[config.mk]
export PLATFORM = sky130hd
export DESIGN_NAME = adder_sequencer
export DESIGN_NICKNAME = d
export VERILOG_FILES = /design/src/rtl/adder_sequencer.sv
export SDC_FILE = /design/constraint.sdc
export NUM_CORES = 1
export LEC_CHECK = 0
export ABC_AREA = 1
export BUFFER_PORTS_ARGS = -buffer_cell sky130_fd_sc_hd__buf_2
export CAP_MARGIN = 20
export CORE_MARGIN = 2
export CORE_UTILIZATION = 51
export DETAILED_ROUTE_END_ITERATION = 8
export GPL_TIMING_DRIVEN = 0
export PLACE_DENSITY_LB_ADDON = 0.12
export SLEW_MARGIN = 15
export SYNTH_ARGS = -nofsm -noshare
export SYNTH_HDL_FRONTEND = slang
export SYNTH_SLANG_ARGS = --single-unit
export TNS_END_PERCENT = 1
[constraint.sdc]
create_clock -name clk -period 2 [get_ports clk]
set_clock_uncertainty 0.2 [all_clocks]
set_input_delay 0.1 -clock clk [delete_from_list [all_inputs] [get_ports clk]]
set_output_delay 0.1 -clock clk [all_outputs]
set_load 0.01 [all_outputs]
[src/rtl/adder_sequencer.sv]
// Shares one external 4-bit adder between two requesters, streaming W-bit additions
// nibble by nibble (LSB first) with round-robin arbitration and a valid/ready response.
module adder_sequencer #(
  parameter int NIBBLES = 4
) (
  input  logic                 clk,
  input  logic                 rst,
  input  logic                 req0_valid,
  output logic                 req0_ready,
  input  logic [4*NIBBLES-1:0] req0_a,
  input  logic [4*NIBBLES-1:0] req0_b,
  input  logic                 req0_cin,
  input  logic                 req1_valid,
  output logic                 req1_ready,
  input  logic [4*NIBBLES-1:0] req1_a,
  input  logic [4*NIBBLES-1:0] req1_b,
  input  logic                 req1_cin,
  output logic                 rsp_valid,
  input  logic                 rsp_ready,
  output logic                 rsp_id,
  output logic [4*NIBBLES-1:0] rsp_sum,
  output logic                 rsp_cout,
  output logic [3:0]           add_a,
  output logic [3:0]           add_b,
  output logic                 add_cin,
  input  logic [3:0]           add_sum,
  input  logic                 add_cout
);

  localparam int W  = 4 * NIBBLES;
  localparam int IW = (NIBBLES > 1) ? $clog2(NIBBLES) : 1;

  typedef enum logic [1:0] {
    IDLE = 2'd0,
    RUN  = 2'd1,
    DONE = 2'd2
  } state_t;

  state_t          state_r;
  state_t          state_s;
  logic [IW-1:0]   idx_r;
  logic [W-1:0]    a_r;
  logic [W-1:0]    b_r;
  logic [W-1:0]    sum_r;
  logic            carry_r;
  logic            id_r;
  logic            last_grant_r;
  logic            grant_s;
  logic            grant_valid_s;
  logic            accept_s;
  logic            last_idx_s;

  assign accept_s   = (state_r == IDLE) && grant_valid_s;
  assign last_idx_s = (idx_r == IW'(NIBBLES - 1));

  // Round-robin arbiter: on a tie the requester not granted last time wins.
  always_comb begin
    grant_valid_s = 1'b0;
    grant_s       = 1'b0;
    if (req0_valid && req1_valid) begin
      grant_valid_s = 1'b1;
      grant_s       = ~last_grant_r;
    end else if (req1_valid) begin
      grant_valid_s = 1'b1;
      grant_s       = 1'b1;
    end else if (req0_valid) begin
      grant_valid_s = 1'b1;
      grant_s       = 1'b0;
    end else begin
      grant_valid_s = 1'b0;
      grant_s       = 1'b0;
    end
  end

  // Next-state logic.
  always_comb begin
    state_s = state_r;
    case (state_r)
      IDLE: begin
        if (accept_s) state_s = RUN;
        else          state_s = IDLE;
      end
      RUN: begin
        if (last_idx_s) state_s = DONE;
        else            state_s = RUN;
      end
      DONE: begin
        if (rsp_ready) state_s = IDLE;
        else           state_s = DONE;
      end
      default: state_s = IDLE;
    endcase
  end

  // State register.
  always_ff @(posedge clk or posedge rst) begin
    if (rst) state_r <= IDLE;
    else     state_r <= state_s;
  end

  // Operand capture at acceptance and per-nibble accumulation while running.
  always_ff @(posedge clk or posedge rst) begin
    if (rst) begin
      idx_r        <= '0;
      a_r          <= '0;
      b_r          <= '0;
      sum_r        <= '0;
      carry_r      <= 1'b0;
      id_r         <= 1'b0;
      last_grant_r <= 1'b1;
    end else begin
      case (state_r)
        IDLE: begin
          if (accept_s) begin
            a_r          <= grant_s ? req1_a : req0_a;
            b_r          <= grant_s ? req1_b : req0_b;
            carry_r      <= grant_s ? req1_cin : req0_cin;
            id_r         <= grant_s;
            last_grant_r <= grant_s;
            idx_r        <= '0;
          end
        end
        RUN: begin
          sum_r[{idx_r, 2'b00} +: 4] <= add_sum;
          carry_r                    <= add_cout;
          idx_r                      <= last_idx_s ? '0 : idx_r + IW'(1);
        end
        default: begin
        end
      endcase
    end
  end

  // Outputs decoded from the state register; everything idles at zero.
  always_comb begin
    req0_ready = 1'b0;
    req1_ready = 1'b0;
    add_a      = 4'd0;
    add_b      = 4'd0;
    add_cin    = 1'b0;
    rsp_valid  = 1'b0;
    rsp_id     = 1'b0;
    rsp_sum    = '0;
    rsp_cout   = 1'b0;
    case (state_r)
      IDLE: begin
        req0_ready = grant_valid_s && !grant_s;
        req1_ready = grant_valid_s && grant_s;
      end
      RUN: begin
        add_a   = a_r[{idx_r, 2'b00} +: 4];
        add_b   = b_r[{idx_r, 2'b00} +: 4];
        add_cin = carry_r;
      end
      DONE: begin
        rsp_valid = 1'b1;
        rsp_id    = id_r;
        rsp_sum   = sum_r;
        rsp_cout  = carry_r;
      end
      default: begin
      end
    endcase
  end

endmodule

# Yosys cells after proc, flatten, opt, wreduce, memory -nomap -nowiden
# Index checks and enable logic that the tools add are counted.
# classes
n_addsub,2
multipliers,0
n_div,0
magnitude_cmp,0
n_eq_ne,4
shift,4
n_mux,27
bitwise,1
n_reduce_logical,9
# op_table
op,n
two-way mux 16 bit,3
variable part select 16 x 5 -> 4 bit,2
bitwise mux 16 bit,1
variable shift 4 x 6 -> 16 bit (first input constant),1
variable part select 4 x 6 -> 16 bit,1
two-way mux 1 bit,14
two-way mux 2 bit,4
two-way mux 4 bit,2
negation 4 -> 6 bit,1
case mux 2 bit (3 select lines),1
equality test 2 bit (second input constant),2
logical AND 1 bit,4
case mux 2 bit (2 select lines),1
AND reduction 2 bit,2
adder 2 x 1 -> 2 bit (second input constant),1
equality test 2 x 1 -> 1 bit (second input constant),1
logical NOT 2 bit,1
inequality test 2 bit (second input constant),1
case mux 1 bit (2 select lines),1
nonzero test 2 bit,1
logical NOT 1 bit,1
inverter 1 bit,1
# totals
reg_bits,55
latch_bits,0
ramBits,0
mem_bits_ro,0
input_bits,76
output_inout_bits,30
elab_cells,55
mem_count,0

# Depth between registers and ports, before layout
# Gate-level depths: netlist (run 1).
# depth
depth_word,6
mapped_depth,9
ltp_nobuf,7

# Worst setup path after synthesis (run 1)
# No wires, ideal clock.
# synth_path
path_kind,flip-flop to flip-flop
startpoint,register idx_r[0]
endpoint,register sum_r[0]
setup_time_ps,127
t_arrival_ps,1453
required_ps,1673
slack_ps,220
stages_incl_launch_ff,10
path_buffers,2
period_less_slack_ps,1780
cell_sequence,dfrtp_1 buf_4 inv_4 buf_2 ha_1 inv_1 nor2_1 inv_1 nand2_1 o21ai_0
# synth_via
elab_chain_cells,3
word_cells_on_any_way,4
cone_classes,1 x add/sub; 2 x shift; 1 x mux
# synth_lines
element,line,source
from (decl),41,logic [IW-1:0] idx_r;
from (signal assigned),126,idx_r <= last_idx_s ? '0 : idx_r + IW'(1);
negation 4 -> 6 bit *,124,"sum_r[{idx_r, 2'b00} +: 4] <= add_sum;"
variable part select 4 x 6 -> 16 bit or variable shift 4 x 6 -> 16 bit (tied branches),124,
bitwise mux 16 bit *,124,
"to (signal, indexed assignment)",124,
to (decl),44,logic [W-1:0] sum_r;
# Mark *: on every way between the ends. The rest lies on a longest branch, timed or not.
# A chain may end at the register's enable or synchronous reset.

# Final worst setup path (run 1)
# layout_path
startpoint,register idx_r[0]
endpoint,output add_b[0]
# layout_via
elab_chain_cells,2
# layout_lines
element,line,source
variable part select 16 x 5 -> 4 bit,152,"add_b = b_r[{idx_r, 2'b00} +: 4];"
two-way mux 4 bit,145,case (state_r)
to (decl),24,"output logic [3:0] add_b,"
# No other way between the ends.

==> impl_metrics.py, run 1 <==
metrics = {
    "finish": {
        "multi_input_area_um2": 1510,
        "fin_cells": 773,
        "nets": 776,
        "ff_latch_area_um2": 1380,
        "syn_to_final_growth_pct": 46.1,
        "n_antenna_cell": 0,
        "final_layout_size_suffix_gt1_share_pct": 23.6,
        "final_util_pct": 77.0,
        "n_fill_cell": 499,
    },
    "routing": {
        "top_layer": "met4",
        "drc": 0,
        "vias": 3711,
        "wl_met2_um": 4720,
        "drt_iter0_markers": 210,
        "via_per_inst": 4.80,
        "routedWlPerCell_um": 12.5,
        "routed-wl-met3_um": 592,
        "dr.pass1.iters": 5,
        "ant_nets": 0,
        "drt_wl_total_um": 9660,
        "wl_met1_um": 4050,
    },
    "logic_synthesis": {
        "synth_top_cell_by_area": "dfrtp_1",
        "synthTopCellsByArea": "dfrtp_1 (41%), nand2_1 (23%), inv_1 (9.4%)",
        "yosys_warnings": 0,
        "synth_top_area_share_pct": 40.6,
        "synth_fp_nets": 588,
        "synth_mux_area_share_pct": 0,
        "synth-xor-area-share_pct": 0,
        "yosysUniqueCellTypes": 21,
        "synth_compound_area_share_pct": 8.50,
        "avgSynthCellArea_um2": 6.56,
        "synth_top_cells_by_count": "nand2_1 (207), inv_1 (83), nor2_1 (60), dfrtp_1 (54), o21ai_1 (19)",
        "syn_area_um2": 3330,
        "synth_top_family_by_area": "simple AND/OR/NAND/NOR gates",
        "synthFlopType": "dfrtp_1",
        "async_flop_share_pct": 100,
        "synthSimpleGateAreaFrac_pct": 34.1,
        "synth_edf_count": 0,
        "synth.most_common_cell": "nand2_1",
        "ys_seq_area_share_pct": 41.4,
        "synthAdderAreaFrac_pct": 1.88,
        "synthCells": 507,
        "ys_seq_elements": 55,
    },
    "timing": {
        "fin_tns_setup_ns": 0,
        "finalCritPeriodShare_pct": 96.5,
        "max_clock_freq_mhz": 518,
        "period_needed_ns": 1.93,
        "worstMarginPinSlew_ns": 0.518,
        "slew_headroom_pct": 65.4,
        "finalHoldViolCount": 0,
        "setup_viol": 0,
        "maxSlewViolCount": 0,
        "rsz0062_at_grt": "false",
        "setup_ws_ns": 0.0697,
    },
    "clocking": {
        "cts_tree": "done",
        "cts_sinks": 55,
        "cts.path.max_buffers": 2,
        "htree_levels": 2,
        "clock_latency_ns": 0.31,
        "path_clk_slew_ns": 0.11,
        "numCtsBuffers": 5,
        "root_buffer": "clkbuf_8",
    },
    "setup_path": {
        "cp_top_family": "buffers and inverters",
        "cp-end-kind": "output pin",
        "cp-startpoint": "idx_r[0]",
        "required_ns": 1.70,
        "worstPathCellList": "buf_6 -> inv_4 -> buf_4 -> nand2_1 -> nand3_1 -> a21oi_1 -> buf_2",
        "cp.buffers_inverters": 4,
        "r2r-start": "idx_r[0]",
        "cpMaxStageDelayCell": "dfrtp_1",
        "slowest_delay_ns": 0.40,
        "arrival_ns": 1.63,
        "cp-start-kind": "flop",
        "crit_type": "flop to output pin",
        "cp_max_fo": 12,
    },
    "power_and_ir_drop": {
        "p_int_mw": 3.16,
        "power_frac_comb_pct": 54.8,
        "power.density_nw_per_um2": 1190,
        "switchingPower_mw": 2.60,
        "irDropWorstVdd_v": 0.000697,
        "power_frac_seq_pct": 34.3,
        "sw_frac_of_total_pct": 45.2,
        "p_leak_nw": 2.74,
        "power_mw": 5.77,
        "p_clk_share_pct": 10.9,
    },
    "global_routing": {
        "grt_pass1_vias": 3723,
        "grt_antenna_before_repair": 0,
        "grt_pass1_wl_um": 16100,
        "overflow": 0,
        "grt_start_max_net_pins": 33,
        "grt_use_total_pct": 27.9,
    },
    "place": {
        "io_buffers": 105,
        "dpl_worst_slack_ns": -0.106,
        "gp_congestion": 0.869,
        "dp_hpwl_um": 6130,
        "dp_cells": 690,
    },
    "floorplan": {
        "start_util_pct": 52.7,
        "die-width_um": 84.8,
        "coreArea_um2": 6310,
        "dieArea_um2": 7190,
        "num_rows": 29,
        "die_h_um": 84.8,
        "ios": 106,
    },
    "flow_run": {
        "cap_violations": 0,
    },
    "run_status": {
        "status": "completed",
    },
    "hold_path": {
        "hp-start": "req0_valid",
        "worstHoldPathType": "input port to flop",
    },
}
power groups by stage:
stage	logic (mW)	registers [mW]	clock network [mW]
6_report	3.16	1.98	0.628
5_1_grt	3.57	2.04	0.667
4_1_cts	3.00	1.97	0.631
3_5_place_dp	2.86	1.99	0
3_3_place_gp	2.79	1.97	0
2_1_floorplan	2.13	1.90	0
final timing paths:
path                                     end  slack, ns  cells after the start
worst max-delay path                add_b[0]       0.07                      7
worst min register to register  last_grant_r       0.28                      2
max in group asynchronous       last_grant_r       0.82                      4
min in group asynchronous             a_r[6]       0.17                      3
worst min-delay path                  b_r[2]       0.11                      6
worst max register to register      sum_r[0]       0.18                      9
tightest hold or removal path: stages:
cell     delay [ns]
buf_2          0.10
inv_1          0.04
nand2_1        0.06
nand2_2        0.13
nand2_1        0.10
o21ai_1        0.06
cell usage in the layout (no fill, tap or decap):
master,count
buf_4,6
o21ai_1,20
inv_2,3
nor2_4,2
nand3_1,14
clkbuf_8,5
nand2_1,207
nor2_2,3
nand2_2,5
a21oi_2,3
ha_4,1
clkbuf_2,1
clkinvlp_4,1
inv_1,82
o21ai_2,10
clkbuf_4,1
inv_6,1
dfrtp_1,54
inv_4,2
o21ai_0,11
ha_1,4
buf_6,7
buf_2,111
clkbuf_1,2
buf_12,1
dlygate4sd3_1,74
dfstp_2,1
a21oi_1,5
nor2_1,59
cell families after synthesis:
| kind of cell | count (synthesis) |
|---|---|
| compound gates | 49 |
| fa+ha+maj | 5 |
| flops | 55 |
| buf+inv | 108 |
| simple gates | 290 |
registers in the layout, indices dropped and copies added (netlist names):
signal,cells
idx_r,2
state_r,2
id_r,1
carry_r,1
b_r,16
last_grant_r,1
a_r,16
sum_r,16
layer usage:
metal  GRT usage [%]  vias to the layer above
met5               0                        -
met4            10.5                        0
met3            4.23                       32
met2            50.3                      145
met1            33.4                     1668
li1                -                     1866
through the flow:
step,hold WS [ns],cell area (um^2)
after global placement,0.116,3950
final,0.108,4860
after global routing,0.134,4860
after CTS,0.116,4810
after detailed placement,-0.0363,3970
after floorplan,0.0103,3330
area by class of cell:
| type | count | area share (%) |
|---|---|---|
| multi-input combinational | 344 | 31.1 |
| sequential | 55 | 28.3 |
| timing repair buffer | 181 | 26.6 |
| inverter | 87 | 6.82 |
| buffer | 21 | 3.35 |
| tap | 77 | 1.98 |
| clock buffer | 6 | 1.49 |
| clock inverter | 2 | 0.335 |
what timing repair did:
action | 4_1_cts | 5_1_grt
setup endpoints to repair | 24 | 22
pin swaps | 0 | 1
gates resized for setup | 3 | 16
endpoints found under the hold margin | 73 | 0
buffers inserted | 0 | 1
hold buffers | 74 | 0
Note: power is estimated with default switching activity, not from simulation.
==> inputs of run 2 (changes only) <==
Settings changed: CORE_MARGIN 2 to not set, CORE_UTILIZATION 51 to 55.
Clock period 2 ns to 2.3 ns, I/O delays scaled along.
==> impl_metrics.py, run 2 (synthesized netlist as in run 1, its figures left out) <==
metrics = {
    "finish": {
        "ff_latch_area_um2": 1380,
        "fin_cells": 765,
        "multi_input_area_um2": 1480,
        "nets": 773,
        "mostFrequentLayoutCells": "nand2_1 (207), buf_2 (114), inv_1 (82)",
        "reg_top3": "a_r: 16 flops, b_r: 16 flops, sum_r: 16 flops",
        "syn_to_final_growth_pct": 44.8,
        "n_fill_cell": 366,
        "final_layout_size_suffix_gt1_share_pct": 22.7,
        "final_common_cell": "nand2_1",
        "n_antenna_cell": 0,
    },
    "routing": {
        "drt_iter0_markers": 258,
        "routedWlPerCell_um": 13.2,
        "ant_nets": 0,
        "drt_wl_total_um": 10100,
        "vias": 3839,
        "dr.pass1.iters": 5,
        "drc": 0,
        "via_per_inst": 5.02,
    },
    "global_routing": {
        "overflow": 0,
        "grt_start_max_net_pins": 37,
        "grt_pass1_vias": 3818,
        "grt_antenna_before_repair": 0,
        "grt_use_total_pct": 34.2,
        "grt_pass1_wl_um": 16600,
    },
    "clocking": {
        "root_buffer": "clkbuf_8",
        "cts_sinks": 55,
        "numCtsBuffers": 5,
        "cts_tree": "done",
        "htree_levels": 2,
        "clock_latency_ns": 0.31,
        "path_clk_slew_ns": 0.11,
        "cts.path.max_buffers": 2,
    },
    "floorplan": {
        "die-width_um": 79.8,
        "num_rows": 27,
        "die_h_um": 79.8,
        "ios": 106,
        "start_util_pct": 58.6,
        "dieArea_um2": 6370,
        "coreArea_um2": 5680,
    },
    "place": {
        "dp_cells": 685,
        "io_buffers": 105,
        "gp_congestion": 0.870,
        "dpl_worst_slack_ns": 0.177,
        "dp_hpwl_um": 6070,
    },
    "setup_path": {
        "cp_max_fo": 10,
        "cp.buffers_inverters": 3,
        "cp-start-kind": "flop",
        "cp-end-kind": "flop",
        "timing.rr.end": "a_r[0]",
        "worst_path_most_repeated_cell": "nand2_1",
        "arrival_ns": 2.17,
        "crit_type": "flop to flop",
        "ff2ff_path_depth": 8,
        "cp_top_family": "buffers and inverters",
        "required_ns": 2.30,
        "worstPathCellList": "nand2_1 -> nand2_1 -> buf_6 -> buf_4 -> nand2_1 -> nand2_1 -> o21ai_2 -> dlygate4sd3_1",
        "reg2reg_setup_slack_ns": 0.13,
        "cpMaxStageDelayCell": "dlygate4sd3_1",
        "r2r-start": "last_grant_r",
        "slowest_delay_ns": 0.56,
    },
    "timing": {
        "fin_tns_setup_ns": 0,
        "setup_viol": 0,
        "whs_ns": 0.150,
        "setup_ws_ns": 0.130,
        "slew_headroom_pct": 61.3,
        "maxSlewViolCount": 0,
        "finalCritPeriodShare_pct": 94.3,
        "period_needed_ns": 2.17,
        "finalHoldViolCount": 0,
        "max_clock_freq_mhz": 461,
        "worstMarginPinSlew_ns": 0.581,
        "rsz0062_at_grt": "false",
    },
    "power_and_ir_drop": {
        "p_leak_nw": 2.76,
        "power.density_nw_per_um2": 1190,
        "irDropWorstVdd_v": 0.000733,
    },
    "hold_path": {
        "worstHoldPathType": "input port to async pin",
    },
    "run_status": {
        "status": "completed",
    },
    "flow_run": {
        "cap_violations": 0,
    },
}
==> run 2: cell count changes in the layout (fill, tap and decap cells not counted), moves of 2 or more <==
cell,delta
a21oi_1,+3
a21oi_2,-3
buf_2,+3
buf_6,-3
bufinv_16,+2
dlygate4sd3_1,-2
==> run 2: worst max-delay path by stage <==
| stage | startpoint | end | slack [ns] | depth (start not counted) |
|---|---|---|---|---|
| finish | last_grant_r | a_r[0] | 0.13 | 8 |
| global route | last_grant_r | a_r[0] | 0.04 | 8 |
| CTS | idx_r[1] | sum_r[1] | 0.14 | 6 |
| detailed placement | idx_r[1] | sum_r[2] | 0.18 | 6 |
| global placement | rst | b_r[9] | 0.008 | 2 |
| floorplan | idx_r[0] | sum_r[0] | 0.52 | 9 |
==> run 2: layout make-up <==
type,count,share of cell area (%)
Buffer,21,2.96
Clock buffer,6,1.51
Clock inverter,2,1.25
Inverter,87,6.90
Multi-Input combinational cell,344,30.7
Sequential cell,55,28.6
Tap cell,72,1.87
Timing Repair Buffer,178,26.3
==> run 2: what timing repair did <==
item / in CTS / in global routing
hold buffers: 72 / 0
endpoints found under the hold margin: 90 / 0
setup buffers: 0 / 0
setup endpoints to repair: 0 / 12
gates resized for setup: 0 / 1
==> run 2: report_power, final <==
part / internal [mW] / switching [mW]
logic: 1.45 / 1.82
registers: 1.45 / 0.288
clock network: 0.436 / 0.326
total: 3.33 / 2.43
==> run 2: stage by stage <==
step                utilization [%]  area (um^2)  power, mW
floorplan                         -         3330       3.50
global placement               69.5         3940       4.13
detailed placement             69.8         3960       4.22
CTS                            84.9         4820       5.59
global route                   84.9         4820       6.18
finish                         84.9         4820       5.76
==> run 2: metal layers <==
metal / vias to the layer above / part of all wire, % / GRT usage [%]
met5: - / 0 / 0
met4: 0 / 2.6 / 16.1
met3: 28 / 5.1 / 4.11
met2: 158 / 53 / 64.0
met1: 1802 / 39 / 38.2
li1: 1851 / - / -
==> run 2: worst min-delay path, stage by stage <==
cell	delay [ns]
dlygate4sd3_1	0.53
buf_2	0.12
inv_2	0.35
==> inputs of run 3 (changes only) <==
Settings changed: RECOVER_POWER set to 25.
==> impl_metrics.py, run 3 (synthesized netlist as in run 1, its figures left out) <==
metrics = {
    "timing": {
        "maxSlewViolCount": 0,
        "period_needed_ns": 2.17,
        "slew_headroom_pct": 45.9,
        "rsz0062_at_grt": "false",
        "max_clock_freq_mhz": 460,
        "fin_tns_setup_ns": 0,
        "worstMarginPinSlew_ns": 0.812,
        "finalCritPeriodShare_pct": 94.5,
        "finalHoldViolCount": 0,
        "setup_viol": 0,
    },
    "setup_path": {
        "cp.buffers_inverters": 3,
        "slowest_delay_ns": 0.56,
        "worst_path_most_repeated_cell": "nand2_1",
        "cp_top_family": "buffers and inverters",
        "crit_type": "flop to flop",
        "cpMaxStageDelayCell": "dlygate4sd3_1",
        "required_ns": 2.30,
        "cp_max_fo": 10,
        "arrival_ns": 2.17,
        "cp-start-kind": "flop",
        "worstPathCellList": "nand2_1 -> nand2_1 -> buf_6 -> buf_4 -> nand2_1 -> nand2_1 -> o21ai_2 -> dlygate4sd3_1",
        "cp-end-kind": "flop",
    },
    "clocking": {
        "cts_tree": "done",
        "root_buffer": "clkbuf_8",
        "path_clk_slew_ns": 0.10,
        "htree_levels": 2,
        "clock_latency_ns": 0.31,
        "numCtsBuffers": 5,
        "cts_sinks": 55,
        "cts.path.max_buffers": 2,
    },
    "power_and_ir_drop": {
        "irDropWorstVdd_v": 0.000732,
        "p_leak_nw": 2.75,
        "power.density_nw_per_um2": 1200,
    },
    "place": {
        "place_area_um2": 3960,
        "gp_congestion": 0.870,
        "io_buffers": 105,
        "dp_hpwl_um": 6070,
    },
    "finish": {
        "final_area_um2": 4810,
        "reg_top3": "a_r: 16 flops, b_r: 16 flops, sum_r: 16 flops",
        "nets": 773,
        "n_fill_cell": 367,
        "final_common_cell": "nand2_1",
        "syn_to_final_growth_pct": 44.4,
        "mostFrequentLayoutCells": "nand2_1 (207), buf_2 (115), inv_1 (83)",
        "n_antenna_cell": 0,
        "final_layout_size_suffix_gt1_share_pct": 22.5,
    },
    "routing": {
        "vias": 3847,
        "ant_nets": 0,
        "drt_wl_total_um": 10100,
        "drc": 0,
        "via_per_inst": 5.03,
        "drt_iter0_markers": 266,
        "dr.pass1.iters": 5,
        "routedWlPerCell_um": 13.2,
    },
    "floorplan": {
        "start_util_pct": 58.6,
        "num_rows": 27,
        "coreArea_um2": 5680,
        "dieArea_um2": 6370,
        "ios": 106,
        "die_h_um": 79.8,
        "die-width_um": 79.8,
    },
    "global_routing": {
        "grt_pass1_vias": 3818,
        "grt_use_total_pct": 34.2,
        "grt_start_max_net_pins": 37,
        "grt_antenna_before_repair": 0,
        "grt_pass1_wl_um": 16600,
        "overflow": 0,
    },
    "flow_run": {
        "cap_violations": 0,
    },
    "hold_path": {
        "worstHoldPathType": "input port to flop",
    },
    "run_status": {
        "status": "completed",
    },
}
## run 3: layout make-up
type | instances | area, um^2 | share of cell area, %
repair buffers | 178 | 1250 | 26.0
plain buffers | 21 | 143 | 2.97
clock inverters | 2 | 60.1 | 1.25
inverters | 87 | 333 | 6.93
well taps | 72 | 90.1 | 1.87
flip-flops and latches | 55 | 1380 | 28.7
clock buffers | 6 | 72.6 | 1.51
multi-input cells | 344 | 1480 | 30.8
## run 3: power by group
| group | internal, mW | total [mW] | switching (mW) |
|---|---|---|---|
| Clock | 0.435 | 0.758 | 0.322 |
| Combinational | 1.44 | 3.25 | 1.81 |
| Sequential | 1.45 | 1.74 | 0.288 |
| Total | 3.33 | 5.75 | 2.42 |
## run 3: final timing paths
kind / cells after the start / start / slack (ns) / to
hold reg to reg: 2 / last_grant_r / 0.28 / last_grant_r
min in group asynchronous: 3 / rst / 0.28 / a_r[14]
setup / recovery: 8 / last_grant_r / 0.13 / a_r[0]
setup reg to reg: 8 / last_grant_r / 0.13 / a_r[0]
hold / removal: 6 / req0_valid / 0.19 / idx_r[0]
max in group asynchronous: 4 / rst / 0.31 / b_r[5]
## run 3: timing repair
action / 4_1_cts / 5_1_grt
hold buffers: 72 / 0
buffers inserted: 0 / 0
gates resized for setup: 0 / 1
hold endpoints to repair: 90 / 0
endpoints found under the setup margin: 0 / 12
## run 3: worst register-to-register path: cells and delay by family (launching register included)
kind,cells,cell delay (ns)
buffers and inverters,3,0.91
DFF,1,0.55
AOI/OAI and AO/OA,1,0.05
and+or+nand+nor,4,0.36
## run 3: metal layers
metal	share of wire (%)	GRT usage [%]	up-vias	wire, um
met5	0	0	-	0
met4	2.7	16.1	0	273
met3	5.5	4.11	29	552
met2	53	64.0	165	5380
met1	39	38.2	1803	3890
li1	-	-	1850	-
## run 3: metrics by stage
step	utilization, %	total power, mW	setup slack [ns]	hold slack, ns	cells
after global routing	84.7	6.18	0.0332	0.240	765
after floorplan	-	3.50	0.520	0.0253	507
final	84.7	5.75	0.127	0.186	765
after global placement	69.5	4.13	0.00847	0.122	684
after detailed placement	69.8	4.22	0.177	-0.0513	685
after CTS	84.9	5.59	0.140	0.166	765
